### src/rtl/melody_sequencer.sv
// Melody sequencer: steps through a writable (note, duration) table and drives
// the synth's play/note inputs, with tick-based timing and an optional silent gap.
module melody_sequencer #(
  parameter int CLK_HZ    = 50_000_000,
  parameter int TICK_HZ   = 100,
  parameter int SEQ_LEN   = 16,
  parameter int GAP_TICKS = 1,
  localparam int AW = $clog2(SEQ_LEN)
) (
  input  logic          clk,
  input  logic          rst,
  input  logic          start,
  input  logic          stop,
  input  logic          loop,
  input  logic          wr_en,
  input  logic [AW-1:0] wr_addr,
  input  logic [7:0]    wr_note,
  input  logic [7:0]    wr_dur,
  output logic          play,
  output logic [7:0]    note,
  output logic          busy,
  output logic [AW-1:0] step,
  output logic          done
);

  localparam int DIV = CLK_HZ / TICK_HZ;
  localparam int PW  = (DIV > 1) ? $clog2(DIV) : 1;
  localparam int GW  = (GAP_TICKS > 0) ? $clog2(GAP_TICKS + 1) : 1;
  localparam logic [PW-1:0] TICK_LAST = PW'(DIV - 1);
  localparam logic [AW-1:0] STEP_LAST = AW'(SEQ_LEN - 1);
  localparam logic [GW-1:0] GAP_LOAD  = GW'(GAP_TICKS);

  typedef enum logic [2:0] {IDLE, FETCH, NOTE, GAP, DONE} state_t;

  state_t        state, state_next;
  logic [7:0]    mem_note [SEQ_LEN];
  logic [7:0]    mem_dur  [SEQ_LEN];
  logic [7:0]    fetch_note, fetch_dur;
  logic [7:0]    dur_cnt, dur_next;
  logic [PW-1:0] presc, presc_next;
  logic [GW-1:0] gap_cnt, gap_next;
  logic [AW-1:0] step_next;
  logic [7:0]    note_next;
  logic          play_next, done_next;
  logic          tick, take_adv, take_end;

  // Table storage is deliberately not reset so a melody survives a reset.
  always_ff @(posedge clk) begin
    if (wr_en) begin
      mem_note[wr_addr] <= wr_note;
      mem_dur[wr_addr]  <= wr_dur;
    end
  end

  assign fetch_note = mem_note[step];
  assign fetch_dur  = mem_dur[step];
  assign tick       = (presc == TICK_LAST);
  assign busy       = (state != IDLE);

  always_ff @(posedge clk or negedge rst) begin
    if (!rst) begin
      state   <= IDLE;
      step    <= '0;
      note    <= '0;
      play    <= 1'b0;
      done    <= 1'b0;
      dur_cnt <= '0;
      presc   <= '0;
      gap_cnt <= '0;
    end else begin
      state   <= state_next;
      step    <= step_next;
      note    <= note_next;
      play    <= play_next;
      done    <= done_next;
      dur_cnt <= dur_next;
      presc   <= presc_next;
      gap_cnt <= gap_next;
    end
  end

  // End-of-sequence (terminator or table wrap) is shared by FETCH and advance;
  // a loop restart from step 0 would spin forever, so it finishes instead.
  always_comb begin
    state_next = state;
    step_next  = step;
    note_next  = note;
    play_next  = play;
    done_next  = 1'b0;
    dur_next   = dur_cnt;
    presc_next = presc;
    gap_next   = gap_cnt;
    take_adv   = 1'b0;
    take_end   = 1'b0;

    unique case (state)
      IDLE: begin
        if (!stop && start) begin
          step_next  = '0;
          state_next = FETCH;
        end
      end
      FETCH: begin
        presc_next = '0;
        if (fetch_dur == 8'd0) begin
          take_end = 1'b1;
        end else begin
          state_next = NOTE;
          note_next  = fetch_note;
          play_next  = (fetch_note != 8'd0);
          dur_next   = fetch_dur;
        end
      end
      NOTE: begin
        presc_next = tick ? '0 : presc + 1'b1;
        if (tick) begin
          dur_next = dur_cnt - 8'd1;
          if (dur_cnt == 8'd1) begin
            if (GAP_TICKS > 0) begin
              play_next  = 1'b0;
              gap_next   = GAP_LOAD;
              state_next = GAP;
            end else begin
              take_adv = 1'b1;
            end
          end
        end
      end
      GAP: begin
        presc_next = tick ? '0 : presc + 1'b1;
        if (tick) begin
          gap_next = gap_cnt - 1'b1;
          if (gap_cnt == GW'(1)) take_adv = 1'b1;
        end
      end
      DONE: begin
        state_next = IDLE;
      end
      default: begin
        state_next = IDLE;
      end
    endcase

    if (take_adv) begin
      if (step == STEP_LAST) begin
        take_end = 1'b1;
      end else begin
        step_next  = step + 1'b1;
        state_next = FETCH;
      end
    end

    if (take_end) begin
      if (loop && (step != '0)) begin
        step_next  = '0;
        state_next = FETCH;
      end else begin
        state_next = DONE;
        play_next  = 1'b0;
        done_next  = 1'b1;
      end
    end

    if (stop && (state != IDLE)) begin
      state_next = IDLE;
      step_next  = step;
      play_next  = 1'b0;
      note_next  = '0;
      done_next  = 1'b0;
      presc_next = '0;
    end
  end

endmodule
### config.mk
export PLATFORM = sky130hd
export DESIGN_NAME = melody_sequencer
export DESIGN_NICKNAME = d
export VERILOG_FILES = /design/src/rtl/melody_sequencer.sv
export SDC_FILE = /design/constraint.sdc
export NUM_CORES = 1
export LEC_CHECK = 0
export ABC_AREA = 0
export BUFFER_PORTS_ARGS = -buffer_cell sky130_fd_sc_hd__buf_2
export CORE_ASPECT_RATIO = 1.1
export CORE_MARGIN = 1.5
export CORE_UTILIZATION = 55
export CTS_CLUSTER_DIAMETER = 150
export DETAILED_ROUTE_END_ITERATION = 6
export PLACE_DENSITY_LB_ADDON = 0.05
export SLEW_MARGIN = 10
export SYNTH_ARGS = -nofsm -noshare
export SYNTH_HDL_FRONTEND = slang
export SYNTH_SLANG_ARGS = --single-unit
### constraint.sdc
create_clock -name clk -period 5.9 [get_ports clk]
set_input_delay 0.59 -clock clk [delete_from_list [all_inputs] [get_ports clk]]
set_output_delay 0.59 -clock clk [all_outputs]
set_load 0.005 [all_outputs]
==> metrics.log, run 1 <==
[metrics] post-synthesis sequential element count: 301
[metrics] number of instances in the synthesized netlist: 664
[metrics] number of setup buffers added after CTS: 0
[metrics] number of antenna violations at the first check in global routing: 1
[metrics] I/O pin count: 41
[metrics] finished layout cell area: 0.0137 mm²
[metrics] insertion delay of the later-clocked pin in the worst-skew pair: 550 ps
[metrics] number of enable-type register cells in the synthesized netlist: 256
[metrics] nets@finish: 757
[metrics] proportion of netlist area held by the largest area contributor: 63.2%
[metrics] Clock Skews: 16.7 ps
[metrics] Resized cells post-CTS: 0
[metrics] run status: finished clean
[metrics] Fill cells: 1556
[metrics] maximum number of pins on one net before global-route repair: 55
[metrics] largest vdd supply drop: 0.000255 V
[metrics] post-synthesis to final-layout area growth: 12.9%
[metrics] Critical path buffers and inverters: 1
[metrics] transition time of the tightest slew-check pin: 1200 ps
[metrics] Rows: 56
[metrics] wire length per cell: 24.3 µm
[metrics] maximum count of clock buffers along a single path: 3
[metrics] Post-Place Worst Slack: 2290 ps
[metrics] type of the most critical hold path: in2async
[metrics] Overall Global Routing Usage: 22.9%
[metrics] data required time at the worst endpoint: 6330 ps
[metrics] CP endpoint kind: flop
[metrics] LEAKAGE: 4.53 nW
[metrics] overall via count from detail_route: 6387
[metrics] # H-tree levels: 1
[metrics] clock slew at reported path FFs: 60 ps
[metrics] share of layout cells above drive strength 1: 25.7%
[metrics] sequential area share after synthesis: 72.5%
[metrics] drt pass-1 iters: 5
[metrics] total of warnings raised by yosys: 0
[metrics] post-synthesis cell type count: 52
[metrics] post-synthesis net count: 695
[metrics] setup repair after global routing missed its margin: no
[metrics] DRC marker count from the first detailed-route iteration: 371
[metrics] post-route ant nets: 0
[metrics] width of the die: 145 µm
[metrics] ratio of routed vias to standard cells: 6.15
[metrics] Crit path arrival time: 3980 ps
[metrics] Total Power: 4.67 mW
[metrics] cell area after placement: 0.0128 mm²
[metrics] number of clock sinks: 301
[metrics] hold violation count in the final report: 0
[metrics] flip-flop cell with the highest count after synthesis: sky130_fd_sc_hd__edfxtp_1
[metrics] Floorplan Core Area: 0.0215 mm²
[metrics] share of flip-flops with an asynchronous set or reset: 15.0%
[metrics] remaining max-slew budget at the tightest pin: 19.8%
[metrics] setup TNS: 0 ps
[metrics] Cell Pwr Density: 340 mW/mm²
[metrics] area of the die: 0.0230 mm²
[metrics] clock tree from TritonCTS: yes
[metrics] total half-perimeter wirelength after legalization and detailed placement: 14900 µm
[metrics] startpoint kind of the worst setup timing path: flop
[metrics] Top delay family on crit path: simple AND/OR/NAND/NOR gates
[metrics] largest stage delay on the critical path: 980 ps
[metrics] vias in the first global route: 6569
[metrics] clock tree root driver cell: sky130_fd_sc_hd__clkbuf_16
[metrics] max-slew violations: 0
[metrics] MaxCap Viol Count: 0
[metrics] start-to-end type of the worst setup path: reg2reg
[metrics] final weighted congestion of routability-driven global placement: 0.830
[metrics] Max Freq: 282 MHz
[metrics] overflow left after global routing: 0
[metrics] wire length of the first global-routing pass: 38800 µm
[metrics] final critical delay including setup and external delays: 3550 ps
[metrics] netlist area before placement: 0.0122 mm²
[metrics] ordered cell list for the critical path: nor2b_1, a22oi_1, nand2_1, nor4_4, a21oi_2, buf_4, a21oi_1, a2111oi_4
[metrics] least setup slack across all paths after layout: 2350 ps
[metrics] Remaining DRCs: 0
[metrics] cell taking the most area after synthesis: sky130_fd_sc_hd__edfxtp_1
[metrics] hold_buf cts: 0
[metrics] cell types occupying the most area after synthesis: sky130_fd_sc_hd__edfxtp_1 63%, sky130_fd_sc_hd__mux4_2 13%, sky130_fd_sc_hd__dfrtp_1 9.3%
[metrics] Inserted Clock Buffers: 30
[metrics] detailed-route wire length: 25200 µm
[metrics] die height: 159 µm
[metrics] Ant. Diodes: 0
[metrics] port buffer count: 40
[metrics] starting utilization of the core area: 56.5%
[metrics] total of endpoints with negative setup slack in the final report: 0
[metrics] Worst path slowest cell: sky130_fd_sc_hd__dfrtp_1
[metrics] period utilisation layout: 60.2%
[metrics] post-synthesis area per instance: 18.3 µm²
[metrics] top fanout value on the critical path: 16
==> worst reg2reg max path: cells and delay by family (launching register included) <==
kind | cells | cell delay, ps
AND/OR/NAND/NOR | 3 | 1150
buffers and inverters | 1 | 300
AO/OA/AOI/OAI | 4 | 1030
flip-flops | 1 | 980
==> cell type report <==
cell class	count	area [µm²]	share of cell area (%)
well taps	290	363	2.64
clock buffers	41	813	5.92
clock inverters	13	135	0.984
inverters	6	22.5	0.164
flip-flops and latches	301	8820	64.2
multi-input cells	329	3250	23.6
repair buffers	58	335	2.44
==> kinds of logic after synthesis <==
kind of cell    share of synthesized area, %
compound gates                          4.25
xor+xnor                               0.864
fa+ha+maj                              0.514
buf+inv                                 1.27
flops                                   72.5
mux                                     14.2
simple gates                            6.50
==> cell usage after synthesis (3+ instances only) <==
library cell                number
sky130_fd_sc_hd__edfxtp_1      256
sky130_fd_sc_hd__mux4_2         72
sky130_fd_sc_hd__nor2_1         51
sky130_fd_sc_hd__dfrtp_1        45
sky130_fd_sc_hd__nand2_1        29
sky130_fd_sc_hd__a21oi_1        17
sky130_fd_sc_hd__o21ai_0        17
sky130_fd_sc_hd__a22oi_1        16
sky130_fd_sc_hd__clkbuf_1       14
sky130_fd_sc_hd__nor3_1         14
sky130_fd_sc_hd__mux2i_1        10
sky130_fd_sc_hd__nand3_1         7
sky130_fd_sc_hd__or3_1           7
sky130_fd_sc_hd__and3_1          6
sky130_fd_sc_hd__buf_2           6
sky130_fd_sc_hd__inv_1           6
sky130_fd_sc_hd__nand4_1         6
sky130_fd_sc_hd__nor4_1          6
sky130_fd_sc_hd__o2bb2ai_1       6
sky130_fd_sc_hd__xnor2_1         6
sky130_fd_sc_hd__xor2_1          6
sky130_fd_sc_hd__buf_1           5
sky130_fd_sc_hd__ha_1            5
sky130_fd_sc_hd__nand2b_1        5
sky130_fd_sc_hd__o22ai_1         5
sky130_fd_sc_hd__and2_1          3
sky130_fd_sc_hd__nor2b_1         3
==> per-layer routing <==
metal | part of all wire (%) | global-route usage [%] | routed length [µm]
met1 | 43 | 35.0 | 10900
met2 | 48 | 35.8 | 12200
met3 | 6.8 | 3.22 | 1720
met4 | 1.5 | 4.64 | 382
met5 | 0.052 | 0 | 13
==> path summary, 6_finish.rpt <==
check	start	to	slack (ps)	cells past startpoint
min in group clk	wr_dur[5]	mem_dur[8][5]	420	1
max	step[3]	play	2350	8
max reg2reg	step[3]	play	2350	8
min reg2reg	presc[17]	presc[17]	500	1
max in group asynchronous	rst	step[0]	4940	1
min	rst	presc[11]	210	1
==> state kept, by name, indices dropped and copies added, names as in the netlist <==
| signal | cells |
|---|---|
| presc | 19 |
| note | 8 |
| done | 1 |
| gap_cnt | 1 |
| step | 4 |
| play | 1 |
| mem_dur | 128 |
| state | 3 |
| mem_note | 128 |
| dur_cnt | 8 |
==> stage by stage <==
| step | hold WS, ps | utilization (%) | std cells |
|---|---|---|---|
| after global routing | 293 | 63.8 | 1038 |
| after CTS | 238 | 63.8 | 1038 |
| after detailed placement | 484 | 59.4 | 984 |
| final | 210 | 63.8 | 1038 |
| after floorplan | 294 | - | 664 |
| after global placement | 463 | 59.4 | 984 |
==> where the power goes <==
part	internal (mW)	switching, mW
combinational	0.137	0.233
sequential	2.40	0.0688
clock	1.09	0.740
==> cells in the final DEF, fill, tap and decap left out, types with 7 or more instances in the layout <==
master                        n
sky130_fd_sc_hd__mux4_2      72
sky130_fd_sc_hd__clkbuf_1    10
sky130_fd_sc_hd__or3_1        7
sky130_fd_sc_hd__clkbuf_16   31
sky130_fd_sc_hd__nand3_1      7
sky130_fd_sc_hd__mux2i_1     10
sky130_fd_sc_hd__clkinv_1     7
sky130_fd_sc_hd__nor3_1      10
sky130_fd_sc_hd__o21ai_0     17
sky130_fd_sc_hd__nor2_1      39
sky130_fd_sc_hd__a22oi_1     16
sky130_fd_sc_hd__edfxtp_1   256
sky130_fd_sc_hd__dfrtp_1     43
sky130_fd_sc_hd__nor2_2      12
sky130_fd_sc_hd__buf_2       40
sky130_fd_sc_hd__nand2_1     29
sky130_fd_sc_hd__a21oi_1     17
sky130_fd_sc_hd__buf_4       18
No activity file was read; power rests on OpenSTA's default activity.
==> inputs of run 2 (changes only) <==
==> constraint.sdc (replaced) <==
create_clock -name clk -period 3.3 [get_ports clk]
set_input_delay 0.33 -clock clk [delete_from_list [all_inputs] [get_ports clk]]
set_output_delay 0.33 -clock clk [all_outputs]
set_load 0.005 [all_outputs]
==> run 2 against run 1 <==
Combinational power increased by 82%. Clock skew decreased by 8.7 ps. Cell area increased by 1.0%. Critical path type unchanged. Global-route usage increased by 0.46 points. Critical path depth unchanged. Register-to-register slack got worse by 2100 ps. Sequential share of layout area decreased by 0.65 points. Utilization increased by 0.65 points. Sequential power increased by 79%. Via count increased by 1.0%.
==> metrics.log, run 2 (synthesis gave the netlist of run 1 again) <==
[metrics] registers with the most flip-flops: mem_dur x128, mem_note x128, presc x19
[metrics] largest stage delay on the critical path: 540 ps (-440 ps)
[metrics] clock slew at reported path FFs: 60 ps (about the same)
[metrics] final critical delay including setup and external delays: 3020 ps (-526 ps)
[metrics] start point of the worst hold path: wr_note[1]
[metrics] vias in the first global route: 6693 (+1.9%)
[metrics] Rows: 56 (unchanged)
[metrics] post-synthesis to final-layout area growth: 14.1%
[metrics] commonest non-fill, non-tap cell in the layout: sky130_fd_sc_hd__edfxtp_1
[metrics] Fill cells: 1536 (-1.3%)
[metrics] setup TNS: 0 ps (unchanged)
[metrics] Cell Count, Final, Fillers Out: 1049 (+1.1%)
[metrics] final hold slack: 153 ps (-57.4 ps)
[metrics] starting utilization of the core area: 56.5% (unchanged)
[metrics] placed instance count: 992 (+0.81%)
[metrics] Sequential Power Share: 52.4% (-0.5 points)
[metrics] reg2reg start: step[0]
[metrics] insertion delay of the later-clocked pin in the worst-skew pair: 550 ps (about the same)
[metrics] max-slew violations: 0 (unchanged)
[metrics] transition time of the tightest slew-check pin: 1160 ps (-43.9 ps)
[metrics] area of the die: 0.0230 mm² (unchanged)
[metrics] number of clock sinks: 301 (unchanged)
[metrics] I/O pin count: 41 (unchanged)
[metrics] run status: finished clean
[metrics] Clock Skews: 7.92 ps (-8.74 ps)
[metrics] width of the die: 145 µm (unchanged)
[metrics] sw frac: 22.9% (+0.55 points)
[metrics] global routing met3 resource utilization: 4.42% (+1.2 points)
[metrics] Floorplan Core Area: 0.0215 mm² (unchanged)
[metrics] share of layout cells above drive strength 1: 27.6% (+1.9 points)
[metrics] ratio of routed vias to standard cells: 6.15 (about the same)
[metrics] clock tree root driver cell: sky130_fd_sc_hd__clkbuf_16
[metrics] DRC marker count from the first detailed-route iteration: 611 (+65%)
[metrics] remaining max-slew budget at the tightest pin: 22.8% (+3.0 points)
[metrics] wire length per cell: 24.4 µm (+0.39%)
[metrics] Remaining DRCs: 0 (unchanged)
[metrics] final weighted congestion of routability-driven global placement: 0.829 (about the same)
[metrics] Worst path slowest cell: sky130_fd_sc_hd__mux4_2
[metrics] finished layout cell area: 0.0139 mm² (+1.0%)
[metrics] Inserted Clock Buffers: 30 (unchanged)
[metrics] hold_buf cts: 1 (+1)
[metrics] total half-perimeter wirelength after legalization and detailed placement: 15000 µm (+0.96%)
[metrics] top library cells by usage in the layout, fill and taps aside: 256 x sky130_fd_sc_hd__edfxtp_1, 72 x sky130_fd_sc_hd__mux4_2, 43 x sky130_fd_sc_hd__dfrtp_1
[metrics] internal power of the cells: 6.49 mW (+79%)
[metrics] MaxCap Viol Count: 0 (unchanged)
[metrics] Overall Global Routing Usage: 23.3% (+0.46 points)
[metrics] Max Freq: 331 MHz (+17%)
[metrics] overflow left after global routing: 0 (unchanged)
[metrics] maximum number of pins on one net before global-route repair: 70 (+27%)
[metrics] setup repair after global routing missed its margin: no
[metrics] ordered cell list for the critical path: buf_12, mux4_2, a22oi_1, nand2_1, nor4_2, a21oi_2, and3_1, a2111oi_4
[metrics] start-to-end type of the worst setup path: reg2reg
[metrics] startpoint kind of the worst setup timing path: flop
[metrics] data required time at the worst endpoint: 3730 ps (-2600 ps)
[metrics] nets@finish: 766 (+1.2%)
[metrics] LEAKAGE: 4.58 nW (+1.1%)
[metrics] launch point of the critical path: step[0]
[metrics] number of antenna violations at the first check in global routing: 2 (+1)
[metrics] top fanout value on the critical path: 41 (+25)
[metrics] global-route met2 utilization: 37.6% (+1.8 points)
[metrics] Cell Pwr Density: 606 mW/mm² (+78%)
[metrics] CP endpoint kind: flop
[metrics] clock tree from TritonCTS: yes
[metrics] clock group share of total power: 39.6% (+0.5 points)
[metrics] period utilisation layout: 91.6% (+31 points)
[metrics] detailed-route wire length: 25600 µm (+1.5%)
[metrics] gr busiest metal: met2
[metrics] largest vdd supply drop: 0.000432 V (+69%)
[metrics] post-route ant nets: 0 (unchanged)
[metrics] Crit path arrival time: 3460 ps (-520 ps)
[metrics] wire length of the first global-routing pass: 39200 µm (+0.92%)
[metrics] type of the most critical hold path: in2reg
[metrics] drt pass-1 iters: 5 (unchanged)
[metrics] Post-Place Worst Slack: 257 ps (-2030 ps)
[metrics] overall via count from detail_route: 6451 (+1.0%)
[metrics] die height: 159 µm (unchanged)
[metrics] Net Sw Power: 1.92 mW (+85%)
[metrics] port buffer count: 40 (unchanged)
[metrics] Resized cells post-CTS: 0 (unchanged)
[metrics] number of setup buffers added after CTS: 0 (unchanged)
[metrics] total of endpoints with negative setup slack in the final report: 0 (unchanged)
[metrics] least setup slack across all paths after layout: 277 ps (-2070 ps)
[metrics] hold violation count in the final report: 0 (unchanged)
[metrics] met1 GRT Util: 32.8% (-2.2 points)
[metrics] Combinational Power Share: 8.0% (about the same)
[metrics] # H-tree levels: 1 (unchanged)
[metrics] maximum count of clock buffers along a single path: 3 (unchanged)
[metrics] cell area after placement: 0.0129 mm² (+0.76%)
[run 2: cell types whose count changed in the layout (fill, tap and decap cells not counted)]
cell / delta
sky130_fd_sc_hd__buf_12: +3
sky130_fd_sc_hd__buf_4: +5
sky130_fd_sc_hd__clkbuf_1: -6
sky130_fd_sc_hd__clkinv_1: -2
sky130_fd_sc_hd__clkinv_2: +2
sky130_fd_sc_hd__clkinv_4: +1
sky130_fd_sc_hd__clkinvlp_2: +1
sky130_fd_sc_hd__clkinvlp_4: +6
sky130_fd_sc_hd__diode_2: +1
sky130_fd_sc_hd__dlygate4sd3_1: +1
sky130_fd_sc_hd__inv_6: -1
[run 2: power groups by stage]
stage / Clock, mW / Combinational (mW) / Sequential, mW
after floorplan: 0 / 0.452 / 4.45
after global placement: 0 / 0.645 / 4.47
after detailed placement: 0 / 0.672 / 4.49
after CTS: 3.40 / 0.672 / 4.41
after global routing: 3.54 / 0.751 / 4.43
final: 3.33 / 0.673 / 4.41
[run 2: worst paths after layout]
path	endpoint	cells past startpoint	slack, ps
hold / removal	mem_note[8][1]	1	150
setup reg to reg	play	8	280
max in group asynchronous	step[0]	2	2090
hold reg to reg	dur_cnt[6]	1	490
min in group asynchronous	presc[9]	2	490
setup / recovery	play	8	280
[run 2: area by class of cell]
cell class | count | area (µm²) | share of cell area, %
Clock inverter | 20 | 188 | 1.35
Antenna cell | 1 | 2.50 | 0.0180
Clock buffer | 35 | 791 | 5.70
Timing Repair Buffer | 67 | 443 | 3.19
Sequential cell | 301 | 8820 | 63.6
Multi-Input combinational cell | 329 | 3250 | 23.4
Tap cell | 290 | 363 | 2.62
Inverter | 6 | 22.5 | 0.162
[run 2: critical path: cells and delay by family, from the launching register on]
kind,cells,cell delay (ps)
buffers and inverters,1,300
and+or+nand+nor,3,790
DFF,1,440
muxes,1,540
AOI/OAI and AO/OA,3,810
[run 2: per-stage QoR]
step | total power [mW] | utilization, %
CTS | 8.48 | 64.5
floorplan | 4.90 | -
global route | 8.72 | 64.5
finish | 8.41 | 64.5
global placement | 5.12 | 59.9
detailed placement | 5.16 | 59.9
[run 2: routing by layer]
| metal | up-vias | part of all wire [%] |
|---|---|---|
| met5 | - | 0.027 |
| met1 | 3335 | 42 |
| met3 | 56 | 6.7 |
| li1 | 2838 | - |
| met4 | 2 | 2.4 |
| met2 | 220 | 49 |
